--- config.mk ---
export PLATFORM = sky130hd
export DESIGN_NAME = sim_mmio_slave
export DESIGN_NICKNAME = d
export VERILOG_FILES = /design/src/rtl/sim_mmio_slave.sv
export SDC_FILE = /design/constraint.sdc
export NUM_CORES = 1
export LEC_CHECK = 0
export CORE_AREA = 2 2 161 280
export CTS_CLUSTER_DIAMETER = 80
export CTS_CLUSTER_SIZE = 40
export DETAILED_ROUTE_END_ITERATION = 7
export DIE_AREA = 0 0 163 282
export SYNTH_ARGS = -nofsm -noshare
export SYNTH_HDL_FRONTEND = slang
export SYNTH_SLANG_ARGS = --single-unit
--- constraint.sdc ---
create_clock -name CLK -period 8.56 [get_ports CLK]
set_input_delay 1.284 -clock CLK [delete_from_list [all_inputs] [get_ports CLK]]
set_output_delay 1.284 -clock CLK [all_outputs]
set_load 0.02 [all_outputs]
--- src/rtl/sim_mmio_slave.sv ---
// sim_mmio_slave: memory-mapped slave for simulation harnesses.
// A 256-byte region at BASE holds a UART TX byte FIFO, a status word,
// sticky pass/fail verdict flags and NTMR 64-bit cycle timers.
// Write and read channels are independent; READY strobes are combinational
// accept pulses and every response/data output comes from a register.
module sim_mmio_slave #(
  parameter int          DW   = 64,            // data width, 32 or 64
  parameter int          IDW  = 4,             // ID width
  parameter int          NTMR = 2,             // timer channels, 1..8
  parameter int          FDEP = 16,            // TX FIFO depth, power of two 2..256
  parameter logic [31:0] BASE = 32'h2000_0000  // region base, 256-byte aligned
) (
  input  logic            CLK,
  input  logic            RST,
  input  logic [IDW-1:0]  AWID,
  input  logic [31:0]     AWADDR,
  input  logic            AWVALID,
  output logic            AWREADY,
  input  logic [DW-1:0]   WDATA,
  input  logic [DW/8-1:0] WSTRB,
  input  logic            WVALID,
  output logic            WREADY,
  output logic [IDW-1:0]  BID,
  output logic [1:0]      BRESP,
  output logic            BVALID,
  input  logic            BREADY,
  input  logic [IDW-1:0]  ARID,
  input  logic [31:0]     ARADDR,
  input  logic            ARVALID,
  output logic            ARREADY,
  output logic [IDW-1:0]  RID,
  output logic [DW-1:0]   RDATA,
  output logic [1:0]      RRESP,
  output logic            RVALID,
  input  logic            RREADY,
  output logic [7:0]      TX_DATA,
  output logic            TX_VALID,
  input  logic            TX_READY,
  output logic            SUCCESS,
  output logic            FAIL
);

  localparam int PW = $clog2(FDEP);

  localparam logic [1:0] RESP_OKAY   = 2'b00;
  localparam logic [1:0] RESP_SLVERR = 2'b10;

  localparam logic [7:0] OFF_UART    = 8'h00;
  localparam logic [7:0] OFF_STATUS  = 8'h08;
  localparam logic [7:0] OFF_CTRL    = 8'h10;
  localparam logic [7:0] OFF_TMR0    = 8'h20;
  localparam logic [7:0] OFF_TMR_END = 8'(32 + 8 * NTMR);

  localparam logic [2:0] TGT_UART   = 3'd0;
  localparam logic [2:0] TGT_STATUS = 3'd1;
  localparam logic [2:0] TGT_CTRL   = 3'd2;
  localparam logic [2:0] TGT_TMR    = 3'd3;
  localparam logic [2:0] TGT_NONE   = 3'd4;

  localparam logic [PW:0] PTR_ONE = {{PW{1'b0}}, 1'b1};

  // Map an address onto one of the register targets (TGT_NONE = unmapped).
  function automatic logic [2:0] decode_tgt(input logic [31:0] addr);
    logic [2:0] tgt;
    if (addr[31:8] != BASE[31:8]) begin
      tgt = TGT_NONE;
    end else begin
      case (addr[7:0])
        OFF_UART:   tgt = TGT_UART;
        OFF_STATUS: tgt = TGT_STATUS;
        OFF_CTRL:   tgt = TGT_CTRL;
        default: begin
          if ((addr[7:0] >= OFF_TMR0) && (addr[7:0] < OFF_TMR_END) && (addr[2:0] == 3'b000)) begin
            tgt = TGT_TMR;
          end else begin
            tgt = TGT_NONE;
          end
        end
      endcase
    end
    return tgt;
  endfunction

  // Timer slots start at 0x20, i.e. slot number 4 in units of 8 bytes;
  // the mapped range 0x20..0x5F keeps this subtraction free of aliasing.
  function automatic logic [2:0] tmr_index(input logic [31:0] addr);
    return addr[5:3] - 3'd4;
  endfunction

  // Byte strobes carry no meaning here: every access is a full-word access.
  logic unused_strb_s;
  assign unused_strb_s = ^{WSTRB, 1'b0};

  // ------------------------------------------------------------------
  // State
  // ------------------------------------------------------------------
  logic [PW:0]            wr_ptr_r, rd_ptr_r;
  logic [7:0]             fifo_mem_r [FDEP];
  logic                   bvalid_r, rvalid_r;
  logic [IDW-1:0]         bid_r, rid_r;
  logic [1:0]             bresp_r, rresp_r;
  logic [DW-1:0]          rdata_r;
  logic                   success_r, fail_r;
  logic [NTMR-1:0][63:0]  tmr_cnt_r;
  logic [NTMR-1:0]        tmr_run_r;

  // ------------------------------------------------------------------
  // Combinational decode
  // ------------------------------------------------------------------
  logic [PW:0]           fifo_cnt_s;
  logic                  fifo_empty_s, fifo_full_s;
  logic                  push_s, pop_s;
  logic [2:0]            wr_tgt_s, rd_tgt_s;
  logic [2:0]            wr_idx_s, rd_idx_s;
  logic                  wr_acc_s, rd_acc_s, wr_stall_s;
  logic [1:0]            wr_resp_s, rd_resp_s;
  logic [DW-1:0]         rd_data_s, tmr_rd_s;
  logic                  set_success_s, set_fail_s;
  logic [NTMR-1:0]       tmr_start_s, tmr_stop_s, tmr_clr_s;

  assign fifo_cnt_s   = wr_ptr_r - rd_ptr_r;
  assign fifo_empty_s = (wr_ptr_r == rd_ptr_r);
  assign fifo_full_s  = (wr_ptr_r[PW] != rd_ptr_r[PW]) && (wr_ptr_r[PW-1:0] == rd_ptr_r[PW-1:0]);

  assign wr_tgt_s = decode_tgt(AWADDR);
  assign wr_idx_s = tmr_index(AWADDR);
  assign rd_tgt_s = decode_tgt(ARADDR);
  assign rd_idx_s = tmr_index(ARADDR);

  // A UART write to a full FIFO waits rather than dropping the byte.
  assign wr_stall_s = (wr_tgt_s == TGT_UART) && fifo_full_s;
  assign wr_acc_s   = !RST && AWVALID && WVALID && !bvalid_r && !wr_stall_s;
  assign rd_acc_s   = !RST && ARVALID && !rvalid_r;

  assign push_s = wr_acc_s && (wr_tgt_s == TGT_UART);
  assign pop_s  = !fifo_empty_s && TX_READY;

  assign set_success_s = wr_acc_s && (wr_tgt_s == TGT_CTRL) && (WDATA == DW'(2'd1));
  assign set_fail_s    = wr_acc_s && (wr_tgt_s == TGT_CTRL) && (WDATA == DW'(2'd2));

  // Write response code: only UART, CTRL and existing timers are writable.
  always_comb begin
    case (wr_tgt_s)
      TGT_UART: wr_resp_s = RESP_OKAY;
      TGT_CTRL: wr_resp_s = RESP_OKAY;
      TGT_TMR:  wr_resp_s = RESP_OKAY;
      default:  wr_resp_s = RESP_SLVERR;
    endcase
  end

  // Per-timer command strobes from an accepted timer write.
  always_comb begin
    tmr_start_s = '0;
    tmr_stop_s  = '0;
    tmr_clr_s   = '0;
    for (int i = 0; i < NTMR; i++) begin
      if (wr_acc_s && (wr_tgt_s == TGT_TMR) && (wr_idx_s == 3'(i))) begin
        tmr_stop_s[i]  = (WDATA == DW'(2'd0));
        tmr_start_s[i] = (WDATA == DW'(2'd1));
        tmr_clr_s[i]   = (WDATA == DW'(2'd2));
      end else begin
        tmr_stop_s[i]  = 1'b0;
        tmr_start_s[i] = 1'b0;
        tmr_clr_s[i]   = 1'b0;
      end
    end
  end

  // Select the addressed timer's low DW bits for a read.
  always_comb begin
    tmr_rd_s = '0;
    for (int i = 0; i < NTMR; i++) begin
      tmr_rd_s = (rd_idx_s == 3'(i)) ? tmr_cnt_r[i][DW-1:0] : tmr_rd_s;
    end
  end

  // Read data/response mux; unmapped reads return zero with SLVERR.
  always_comb begin
    rd_data_s = '0;
    rd_resp_s = RESP_OKAY;
    case (rd_tgt_s)
      TGT_UART:   rd_data_s = DW'(fifo_cnt_s);
      TGT_STATUS: rd_data_s = DW'({fail_r, success_r, fifo_full_s, fifo_empty_s});
      TGT_CTRL:   rd_data_s = DW'({fail_r, success_r});
      TGT_TMR:    rd_data_s = tmr_rd_s;
      default: begin
        rd_data_s = '0;
        rd_resp_s = RESP_SLVERR;
      end
    endcase
  end

  // ------------------------------------------------------------------
  // Sequential logic
  // ------------------------------------------------------------------

  // Write response channel: raise BVALID after acceptance, drop on BREADY.
  always_ff @(posedge CLK or posedge RST) begin
    if (RST) begin
      bvalid_r <= 1'b0;
      bid_r    <= '0;
      bresp_r  <= RESP_OKAY;
    end else if (wr_acc_s) begin
      bvalid_r <= 1'b1;
      bid_r    <= AWID;
      bresp_r  <= wr_resp_s;
    end else if (BREADY) begin
      bvalid_r <= 1'b0;
    end
  end

  // Read data channel: capture data at acceptance, hold until RREADY.
  always_ff @(posedge CLK or posedge RST) begin
    if (RST) begin
      rvalid_r <= 1'b0;
      rid_r    <= '0;
      rresp_r  <= RESP_OKAY;
      rdata_r  <= '0;
    end else if (rd_acc_s) begin
      rvalid_r <= 1'b1;
      rid_r    <= ARID;
      rresp_r  <= rd_resp_s;
      rdata_r  <= rd_data_s;
    end else if (RREADY) begin
      rvalid_r <= 1'b0;
    end
  end

  // FIFO pointers: wrap bit plus PW index bits, each advanced independently.
  always_ff @(posedge CLK or posedge RST) begin
    if (RST) begin
      wr_ptr_r <= '0;
      rd_ptr_r <= '0;
    end else begin
      if (push_s) begin
        wr_ptr_r <= wr_ptr_r + PTR_ONE;
      end
      if (pop_s) begin
        rd_ptr_r <= rd_ptr_r + PTR_ONE;
      end
    end
  end

  // FIFO storage: payload only, so no reset is needed.
  always_ff @(posedge CLK) begin
    if (push_s) begin
      fifo_mem_r[wr_ptr_r[PW-1:0]] <= WDATA[7:0];
    end
  end

  // Sticky verdict flags, cleared only by reset.
  always_ff @(posedge CLK or posedge RST) begin
    if (RST) begin
      success_r <= 1'b0;
      fail_r    <= 1'b0;
    end else begin
      success_r <= success_r | set_success_s;
      fail_r    <= fail_r | set_fail_s;
    end
  end

  // Cycle timers: clear beats increment; run flag follows start/stop.
  always_ff @(posedge CLK or posedge RST) begin
    if (RST) begin
      tmr_cnt_r <= '0;
      tmr_run_r <= '0;
    end else begin
      for (int i = 0; i < NTMR; i++) begin
        if (tmr_clr_s[i]) begin
          tmr_cnt_r[i] <= 64'd0;
        end else if (tmr_run_r[i]) begin
          tmr_cnt_r[i] <= tmr_cnt_r[i] + 64'd1;
        end
        if (tmr_start_s[i]) begin
          tmr_run_r[i] <= 1'b1;
        end else if (tmr_stop_s[i]) begin
          tmr_run_r[i] <= 1'b0;
        end
      end
    end
  end

  // ------------------------------------------------------------------
  // Outputs
  // ------------------------------------------------------------------
  assign AWREADY  = wr_acc_s;
  assign WREADY   = wr_acc_s;
  assign ARREADY  = rd_acc_s;
  assign BVALID   = bvalid_r;
  assign BID      = bid_r;
  assign BRESP    = bresp_r;
  assign RVALID   = rvalid_r;
  assign RID      = rid_r;
  assign RRESP    = rresp_r;
  assign RDATA    = rdata_r;
  assign TX_VALID = !fifo_empty_s;
  assign TX_DATA  = fifo_mem_r[rd_ptr_r[PW-1:0]];
  assign SUCCESS  = success_r;
  assign FAIL     = fail_r;

endmodule

==> flow_metrics.py, run 1 <==
metrics = {
    "setup_path": {
        "start_kind": "input pin",
        "regToRegSetupSlack_ps": 4890,
        "cp_slowest_stage_delay_ps": 590,
        "path_max_fanout": 7,
        "critical_path_class": "in -> out",
        "worstRegToRegCells": 7,
        "crit_top_cell": "clkdlybuf4s50_1",
        "slowest_stage": "clkdlybuf4s50_1",
        "cp.required_ps": 7280,
        "crit_arrival_ps": 3950,
        "end_kind": "output port",
        "crit_chain": "clkdlybuf4s50_1, or4_1, nor3_1, nand4_1, o31a_1, clkdlybuf4s50_1",
    },
    "power": {
        "p_per_area_mw_per_mm2": 174,
        "peakVddDrop_v": 0.000190,
        "totalPowerFinal_w": 0.00345,
        "p_leak_nw": 7.32,
    },
    "clock_tree": {
        "cts.path.max_buffers": 3,
        "root_buffer": "clkbuf_16",
        "cts_buffers": 15,
        "cts_setup_buffers": 0,
        "cts-hold-fix-buffers": 0,
        "cts_tree": "built",
        "clock_latency_ps": 590,
        "numClockSinks": 346,
        "clk_pin_slew_worst_paths_ps": 80,
        "cts-htree-levels": 1,
        "cts_resized": 0,
    },
    "cells_and_area": {
        "final_cell_mix": "clkdlybuf4s50_1, dfrtp_1, edfxtp_1",
        "nNetsFinal": 1766,
        "final_common_cell": "clkdlybuf4s50_1",
        "areaGrowthSynthToFinish_pct": 20.6,
        "layout-drive-gt1-share": 0.0683,
        "diodes": 0,
    },
    "place": {
        "finalWeightedCongestion": 0.924,
        "hpwl_um": 32000,
        "port_buffers": 233,
    },
    "synth": {
        "synth-seq-cells": 346,
        "synth-warning-count": 0,
        "synth_area_mm2": 0.0164,
        "postSynthAreaPerCell_um2": 11.6,
        "synth_cell_type_count": 63,
        "yosysSeqAreaShare": 0.567,
        "ys.flop_type": "dfrtp_1",
        "synth_edf_count": 128,
        "netlist_instances": 1416,
        "async_flop_share": 0.630,
    },
    "drt": {
        "routed-via-count": 11900,
        "drt-pass1-iter-count": 4,
        "drt-initial-drc-count": 627,
        "wl_per_cell_um": 20.3,
        "totalWireLength_um": 44300,
        "via_per_inst": 5.49,
        "drc": 0,
        "ant_nets": 0,
    },
    "timing": {
        "fin_crit_ps": 5240,
        "max_freq_ghz": 0.191,
        "clock_skew_ps": 96.3,
        "setup_viol": 0,
        "report.final.hold_viol_count": 0,
        "worstMarginPinSlew_ps": 1110,
        "finalSetupTns_ps": 0,
        "drv_slew": 0,
        "slew_headroom": 0.257,
        "period_share": 0.612,
        "rsz0062_at_grt": "false",
    },
    "worst_hold_path": {
        "holdPathStages": 2,
        "worst_hold_path_type": "reg -> reg",
    },
    "die": {
        "start_util": 0.376,
        "rows": 101,
        "core_area_mm2": 0.0436,
        "die_h_um": 282,
        "die_area_mm2": 0.0460,
        "io_pins": 244,
        "die_x_um": 163,
    },
    "grt": {
        "grt_max_degree": 87,
        "first_global_vias": 12000,
        "antenna_found_initial": 0,
        "gr-total-overflow": 0,
        "groute.usage.overall": 0.193,
        "grt_pass1_wl_um": 69400,
    },
    "outcome": {
        "status": "complete, no violations",
    },
    "flow_run": {
        "drv_cap": 0,
    },
}
==> cells by family after synthesis <==
kind of cell | Yosys count | synth area share
fa+ha+maj | 12 | 0.00961
buf+inv | 108 | 0.0275
flops | 346 | 0.567
other cells | 1 | 0.000229
simple gates | 547 | 0.179
compound gates | 212 | 0.0754
xor+xnor | 78 | 0.0417
mux | 112 | 0.0997
==> routing by layer <==
metal | vias up | global-route usage | share of wire
met3 | 61 | 0.0199 | 0.034
li1 | 5628 | - | -
met4 | 0 | 0.0626 | 0.027
met1 | 6016 | 0.229 | 0.39
met5 | - | 0 | 0
met2 | 242 | 0.364 | 0.55
==> sequential cells by signal, indices dropped and copies added, names as in the netlist <==
| signal | flops |
|---|---|
| RDATA | 64 |
| RRESP | 1 |
| wr_ptr_r | 5 |
| SUCCESS | 1 |
| BRESP | 1 |
| FAIL | 1 |
| RVALID | 1 |
| tmr_run_r | 2 |
| BVALID | 1 |
| fifo_mem_r | 128 |
| rd_ptr_r | 5 |
| tmr_cnt_r | 128 |
| BID | 4 |
| RID | 4 |
==> synthesized netlist by cell type (3+ instances only) <==
master / n / area share
inv_1: 31 / 0.0071
clkbuf_1: 49 / 0.011
buf_2: 15 / 0.0046
mux2_2: 7 / 0.0048
edfxtp_1: 128 / 0.23
buf_4: 3 / 0.0014
nor2_1: 107 / 0.024
o21ai_0: 92 / 0.028
ha_1: 11 / 0.0084
mux2i_1: 61 / 0.037
nor3_1: 20 / 0.0061
and3_1: 9 / 0.0034
nand2_1: 127 / 0.029
nor2b_1: 7 / 0.0027
a21oi_1: 58 / 0.018
nand4_1: 56 / 0.021
mux2_1: 4 / 0.0027
nand2b_1: 6 / 0.0023
o31ai_1: 36 / 0.016
dfrtp_1: 218 / 0.33
xor2_1: 35 / 0.019
or3_1: 23 / 0.0088
nor4_4: 3 / 0.0039
and2_1: 7 / 0.0027
nand3_1: 57 / 0.017
or2_2: 4 / 0.0015
nor4_1: 50 / 0.019
buf_1: 6 / 0.0014
and4_1: 13 / 0.0069
or4_1: 44 / 0.020
a21oi_2: 4 / 0.0021
nor4b_1: 3 / 0.0016
mux4_2: 40 / 0.055
xnor2_1: 43 / 0.023
==> area by class of cell <==
cell class              instances  area [um2]
multi-input cells             963        6690
repair buffers                243        2400
inverters                      33         131
clock inverters                 7         160
fillers                      4056       23800
flip-flops and latches        346        9300
well taps                     566         708
clock buffers                  19         390
==> power by group <==
part | internal, W | leakage [nW] | switching (W)
logic | 0.000373 | 3.57 | 0.000303
clock network | 0.000369 | 0.256 | 0.000599
registers | 0.00174 | 3.49 | 0.0000653
==> path summary, 6_finish.rpt <==
path	from	endpoint
hold reg to reg	RDATA[49]	RDATA[49]
setup / recovery	AWADDR[10]	AWREADY
min in group asynchronous	RST	RVALID
setup reg to reg	rd_ptr_r[1]	fifo_mem_r[3][2]
hold / removal	RDATA[49]	RDATA[49]
max in group asynchronous	RST	RDATA[50]
==> stage by stage <==
step	util	cell area [um2]	std cells	hold WS [ps]	setup WS, ps
2_1_floorplan	-	16400	1417	486	1260
3_3_place_gp	0.441	19200	2151	463	3340
3_5_place_dp	0.441	19200	2151	469	3320
4_1_cts	0.454	19800	2177	493	3310
5_1_grt	0.454	19800	2177	524	3180
6_report	0.454	19800	2177	484	3320
==> worst max-delay path, delay by kind of cell <==
| kind | cells | cell delay (ps) |
|---|---|---|
| AND/OR/NAND/NOR | 3 | 1130 |
| AO/OA/AOI/OAI | 1 | 500 |
| buffers and inverters | 2 | 1050 |
Power figures use the tool's default switching activity.
==> run 2, diff against run 1 <==
- clock period: 8.56 -> 4.71 ns (I/O delays scaled with it)
==> flow_metrics.py, run 2 (synthesis results as in run 1) <==
metrics = {
    "power": {
        "p_leak_nw": 7.41,
        "p_sw_frac": 0.276,
        "p_clk_frac": 0.269,
        "pwr-share-comb": 0.205,
        "p_switching_w": 0.00171,
        "peakVddDrop_v": 0.000305,
        "seqPwrFrac": 0.526,
        "p_per_area_mw_per_mm2": 312,
        "p_int_w": 0.00450,
    },
    "cells_and_area": {
        "final_common_cell": "clkdlybuf4s50_1",
        "fin_area_mm2": 0.0199,
        "layout-drive-gt1-share": 0.0790,
        "final_cell_mix": "clkdlybuf4s50_1, dfrtp_1, edfxtp_1",
        "nNetsFinal": 1790,
        "areaGrowthSynthToFinish_pct": 21.5,
        "diodes": 0,
    },
    "place": {
        "port_buffers": 233,
        "post-place-ws_ps": 693,
        "hpwl_um": 32400,
        "postPlaceCellArea_mm2": 0.0194,
        "finalWeightedCongestion": 0.935,
    },
    "setup_path": {
        "worstRegToRegCells": 5,
        "worstSetupEndpoint": "WREADY",
        "critical_path_class": "in -> out",
        "crit_arrival_ps": 3340,
        "r2r-start": "tmr_cnt_r[12]",
        "critPathLaunch": "AWADDR[11]",
        "path_max_fanout": 7,
        "regToRegSetupSlack_ps": 1420,
        "cp.required_ps": 4000,
        "rr_endpoint": "tmr_cnt_r[48]",
        "end_kind": "output port",
        "start_kind": "input pin",
    },
    "die": {
        "die_area_mm2": 0.0460,
        "io_pins": 244,
        "start_util": 0.376,
        "die_h_um": 282,
        "core_area_mm2": 0.0436,
        "die_x_um": 163,
        "rows": 101,
    },
    "flow_run": {
        "drv_cap": 0,
    },
    "clock_tree": {
        "cts_tree": "built",
        "cts.path.max_buffers": 3,
        "clock_latency_ps": 550,
        "cts_buffers": 14,
        "cts_resized": 0,
        "cts-hold-fix-buffers": 0,
        "numClockSinks": 346,
        "root_buffer": "clkbuf_16",
        "clk_pin_slew_worst_paths_ps": 150,
        "cts-htree-levels": 1,
        "cts_setup_buffers": 0,
    },
    "timing": {
        "rsz0062_at_grt": "false",
        "max_freq_ghz": 0.247,
        "setup_viol": 0,
        "drv_slew": 0,
        "slew_headroom": 0.247,
        "period_share": 0.859,
        "fin_crit_ps": 4040,
        "clock_skew_ps": 42.2,
        "postLayoutSetupSlackWorst_ps": 666,
        "worstMarginPinSlew_ps": 1130,
        "report.final.hold_viol_count": 0,
    },
    "drt": {
        "drt-pass1-iter-count": 5,
        "wl_per_cell_um": 20.3,
        "drc": 0,
        "via_per_inst": 5.49,
        "ant_nets": 0,
        "totalWireLength_um": 44700,
        "drt-initial-drc-count": 515,
        "routed-via-count": 12100,
    },
    "grt": {
        "busiest_layer": "met2",
        "grt_max_degree": 176,
        "grt_pass1_wl_um": 69900,
        "grt.met1_usage": 0.228,
        "antenna_found_initial": 0,
        "use_met2": 0.375,
        "gr-total-overflow": 0,
        "groute.usage.overall": 0.194,
        "first_global_vias": 12300,
        "use_met3": 0.0171,
    },
    "worst_hold_path": {
        "worst_hold_path_type": "reg -> reg",
    },
    "outcome": {
        "status": "complete, no violations",
    },
}
[run 2: worst max-delay path, stage by stage]
cell	delay [ps]
clkdlybuf4s50_1	450
or4_1	530
nor3_1	270
nand4_1	290
o31a_1	500
clkdlybuf4s50_1	590
[run 2: how the worst min path moves through the flow]
stage	start	end	slack, ps	cells past startpoint
after floorplan	rd_ptr_r[3]	rd_ptr_r[3]	490	1
after global placement	RID[2]	RID[2]	460	2
after detailed placement	RID[1]	RID[1]	460	2
after CTS	RDATA[52]	RDATA[52]	500	2
after global routing	BID[3]	BID[3]	520	1
final	RID[2]	RID[2]	500	2
[run 2: per-stage QoR]
| stage | total power [W] | TNS (ps) | std cells | hold slack [ps] | utilization |
|---|---|---|---|---|---|
| 2_1_floorplan | 0.00408 | -27.0 | 1417 | 486 | - |
| 3_5_place_dp | 0.00463 | 0 | 2176 | 462 | 0.446 |
| 3_3_place_gp | 0.00462 | 0 | 2176 | 464 | 0.446 |
| 5_1_grt | 0.00648 | 0 | 2199 | 517 | 0.457 |
| 4_1_cts | 0.00631 | 0 | 2199 | 503 | 0.457 |
| 6_report | 0.00621 | 0 | 2199 | 497 | 0.457 |
[run 2: area by class of cell]
type                       count  area [um2]
multi-input combinational    963        6670
clock buffer                  17         383
clock inverter                 6         100
inverter                      33         128
fill                        4016       23700
tap                          566         708
sequential                   346        9300
timing repair buffer         268        2640
[run 2: per-layer routing]
metal,up-vias,part of all wire
met5,-,0
met4,0,0.026
met3,58,0.035
met2,282,0.55
met1,6059,0.39
li1,5680,-
[run 2: power groups by stage]
stage	clock, W	combinational, W	sequential, W
4_1_cts	0.00174	0.00130	0.00327
3_3_place_gp	0	0.00129	0.00333
3_5_place_dp	0	0.00130	0.00333
5_1_grt	0.00183	0.00137	0.00328
2_1_floorplan	0	0.000810	0.00327
6_report	0.00167	0.00127	0.00326
==> run 3, diff against run 2 <==
- CORE_AREA: 2 2 161 280 -> 2 2 142 248
- DIE_AREA: 0 0 163 282 -> 0 0 144 250
- PLACE_DENSITY: unset -> 0.75
==> flow_metrics.py, run 3 (synthesis results as in run 1) <==
metrics = {
    "outcome": {
        "status": "complete, no violations",
    },
    "clock_tree": {
        "cts_resized": 0,
        "cts.path.max_buffers": 3,
        "cts_buffers": 13,
        "clk_pin_slew_worst_paths_ps": 120,
        "cts_tree": "built",
        "numClockSinks": 346,
        "cts-htree-levels": 1,
        "cts_setup_buffers": 0,
        "root_buffer": "clkbuf_16",
        "cts-hold-fix-buffers": 0,
        "clock_latency_ps": 520,
    },
    "cells_and_area": {
        "final_cell_mix": "clkdlybuf4s50_1, dfrtp_1, edfxtp_1",
        "final_common_cell": "clkdlybuf4s50_1",
        "layout-drive-gt1-share": 0.0709,
        "areaGrowthSynthToFinish_pct": 19.7,
        "fin_area_mm2": 0.0196,
        "nNetsFinal": 1779,
    },
    "die": {
        "start_util": 0.481,
        "rows": 90,
        "die_h_um": 250,
        "io_pins": 244,
        "core_area_mm2": 0.0341,
        "die_x_um": 144,
        "die_area_mm2": 0.0360,
    },
    "drt": {
        "drt-initial-drc-count": 908,
        "wl_per_cell_um": 20.6,
        "routed-via-count": 12200,
        "drc": 0,
        "totalWireLength_um": 43000,
        "via_per_inst": 5.87,
        "ant_nets": 0,
        "drt-pass1-iter-count": 5,
    },
    "place": {
        "hpwl_um": 31000,
        "port_buffers": 233,
        "finalWeightedCongestion": 0.980,
        "postPlaceCellArea_mm2": 0.0192,
    },
    "timing": {
        "worstMarginPinSlew_ps": 1090,
        "rsz0062_at_grt": "false",
        "max_freq_ghz": 0.242,
        "period_share": 0.877,
        "report.final.hold_viol_count": 0,
        "drv_slew": 0,
        "setup_viol": 0,
        "slew_headroom": 0.271,
        "finalSetupTns_ps": 0,
        "fin_crit_ps": 4130,
        "clock_skew_ps": 30.2,
    },
    "setup_path": {
        "path_max_fanout": 7,
        "crit_arrival_ps": 3430,
        "start_kind": "input pin",
        "end_kind": "output port",
        "critical_path_class": "in -> out",
        "cp.required_ps": 4000,
    },
    "worst_hold_path": {
        "worst_hold_path_type": "reg -> reg",
    },
    "power": {
        "totalPowerFinal_w": 0.00603,
        "pwr-share-comb": 0.214,
        "seqPwrFrac": 0.539,
        "p_per_area_mw_per_mm2": 307,
        "peakVddDrop_v": 0.000333,
        "p_switching_w": 0.00162,
        "p_sw_frac": 0.269,
        "p_int_w": 0.00440,
        "p_leak_nw": 7.31,
        "p_clk_frac": 0.247,
    },
    "flow_run": {
        "drv_cap": 0,
    },
    "grt": {
        "first_global_vias": 12200,
        "grt_pass1_wl_um": 66900,
        "gr-total-overflow": 0,
        "grt_max_degree": 179,
        "antenna_found_initial": 2,
        "groute.usage.overall": 0.239,
    },
}
## run 3: cell count changes in the layout (fill, tap and decap cells not counted), sizes merged
cell and change:
buf -10, inv -2, clkbuf -1, clkinv +1
diode +1
## run 3: critical path, cell delays in order
cell and delay [ps]:
clkdlybuf4s50_1 470, or4_1 620, nor3_1 270, nand4_1 270
o31a_1 500, clkdlybuf4s50_1 590
## run 3: area by class of cell
type,count,area [um2]
clock buffers,16,337
flip-flops and latches,346,9300
well taps,460,576
fillers,2872,14500
repair buffers,258,2550
clock inverters,5,65.1
inverters,33,128
diodes,1,2.50
multi-input cells,963,6670
## run 3: per-layer routing
metal,global-route usage,vias to the layer above,part of all wire
met5,0,-,0
met4,0.0944,0,0.041
met3,0.0240,88,0.039
met2,0.439,321,0.54
met1,0.282,6147,0.38
li1,-,5655,-
## run 3: final timing paths
path / from / endpoint / slack, ps / depth (start not counted)
max: AWADDR[8] / AWREADY / 580 / 6
min in group asynchronous: RST / RID[1] / 620 / 2
max in group asynchronous: RST / tmr_run_r[0] / 2720 / 3
min reg2reg: RDATA[29] / RDATA[29] / 500 / 2
max reg2reg: tmr_cnt_r[75] / tmr_cnt_r[121] / 1370 / 5
min: RDATA[29] / RDATA[29] / 500 / 2
## run 3: power groups by stage
stage	clock network (W)	registers [W]	logic, W
after floorplan	0	0.00327	0.000810
after global placement	0	0.00331	0.00129
after detailed placement	0	0.00331	0.00131
after CTS	0.00154	0.00325	0.00131
after global routing	0.00162	0.00326	0.00137
final	0.00149	0.00325	0.00129
## run 3: metrics by stage
stage / util / hold WS, ps / worst slack [ps] / cells
global route: 0.575 / 520 / 494 / 2082
detailed placement: 0.563 / 465 / 608 / 2060
finish: 0.575 / 495 / 578 / 2082
floorplan: - / 486 / -27.0 / 1417
CTS: 0.575 / 499 / 597 / 2081
global placement: 0.563 / 458 / 630 / 2060
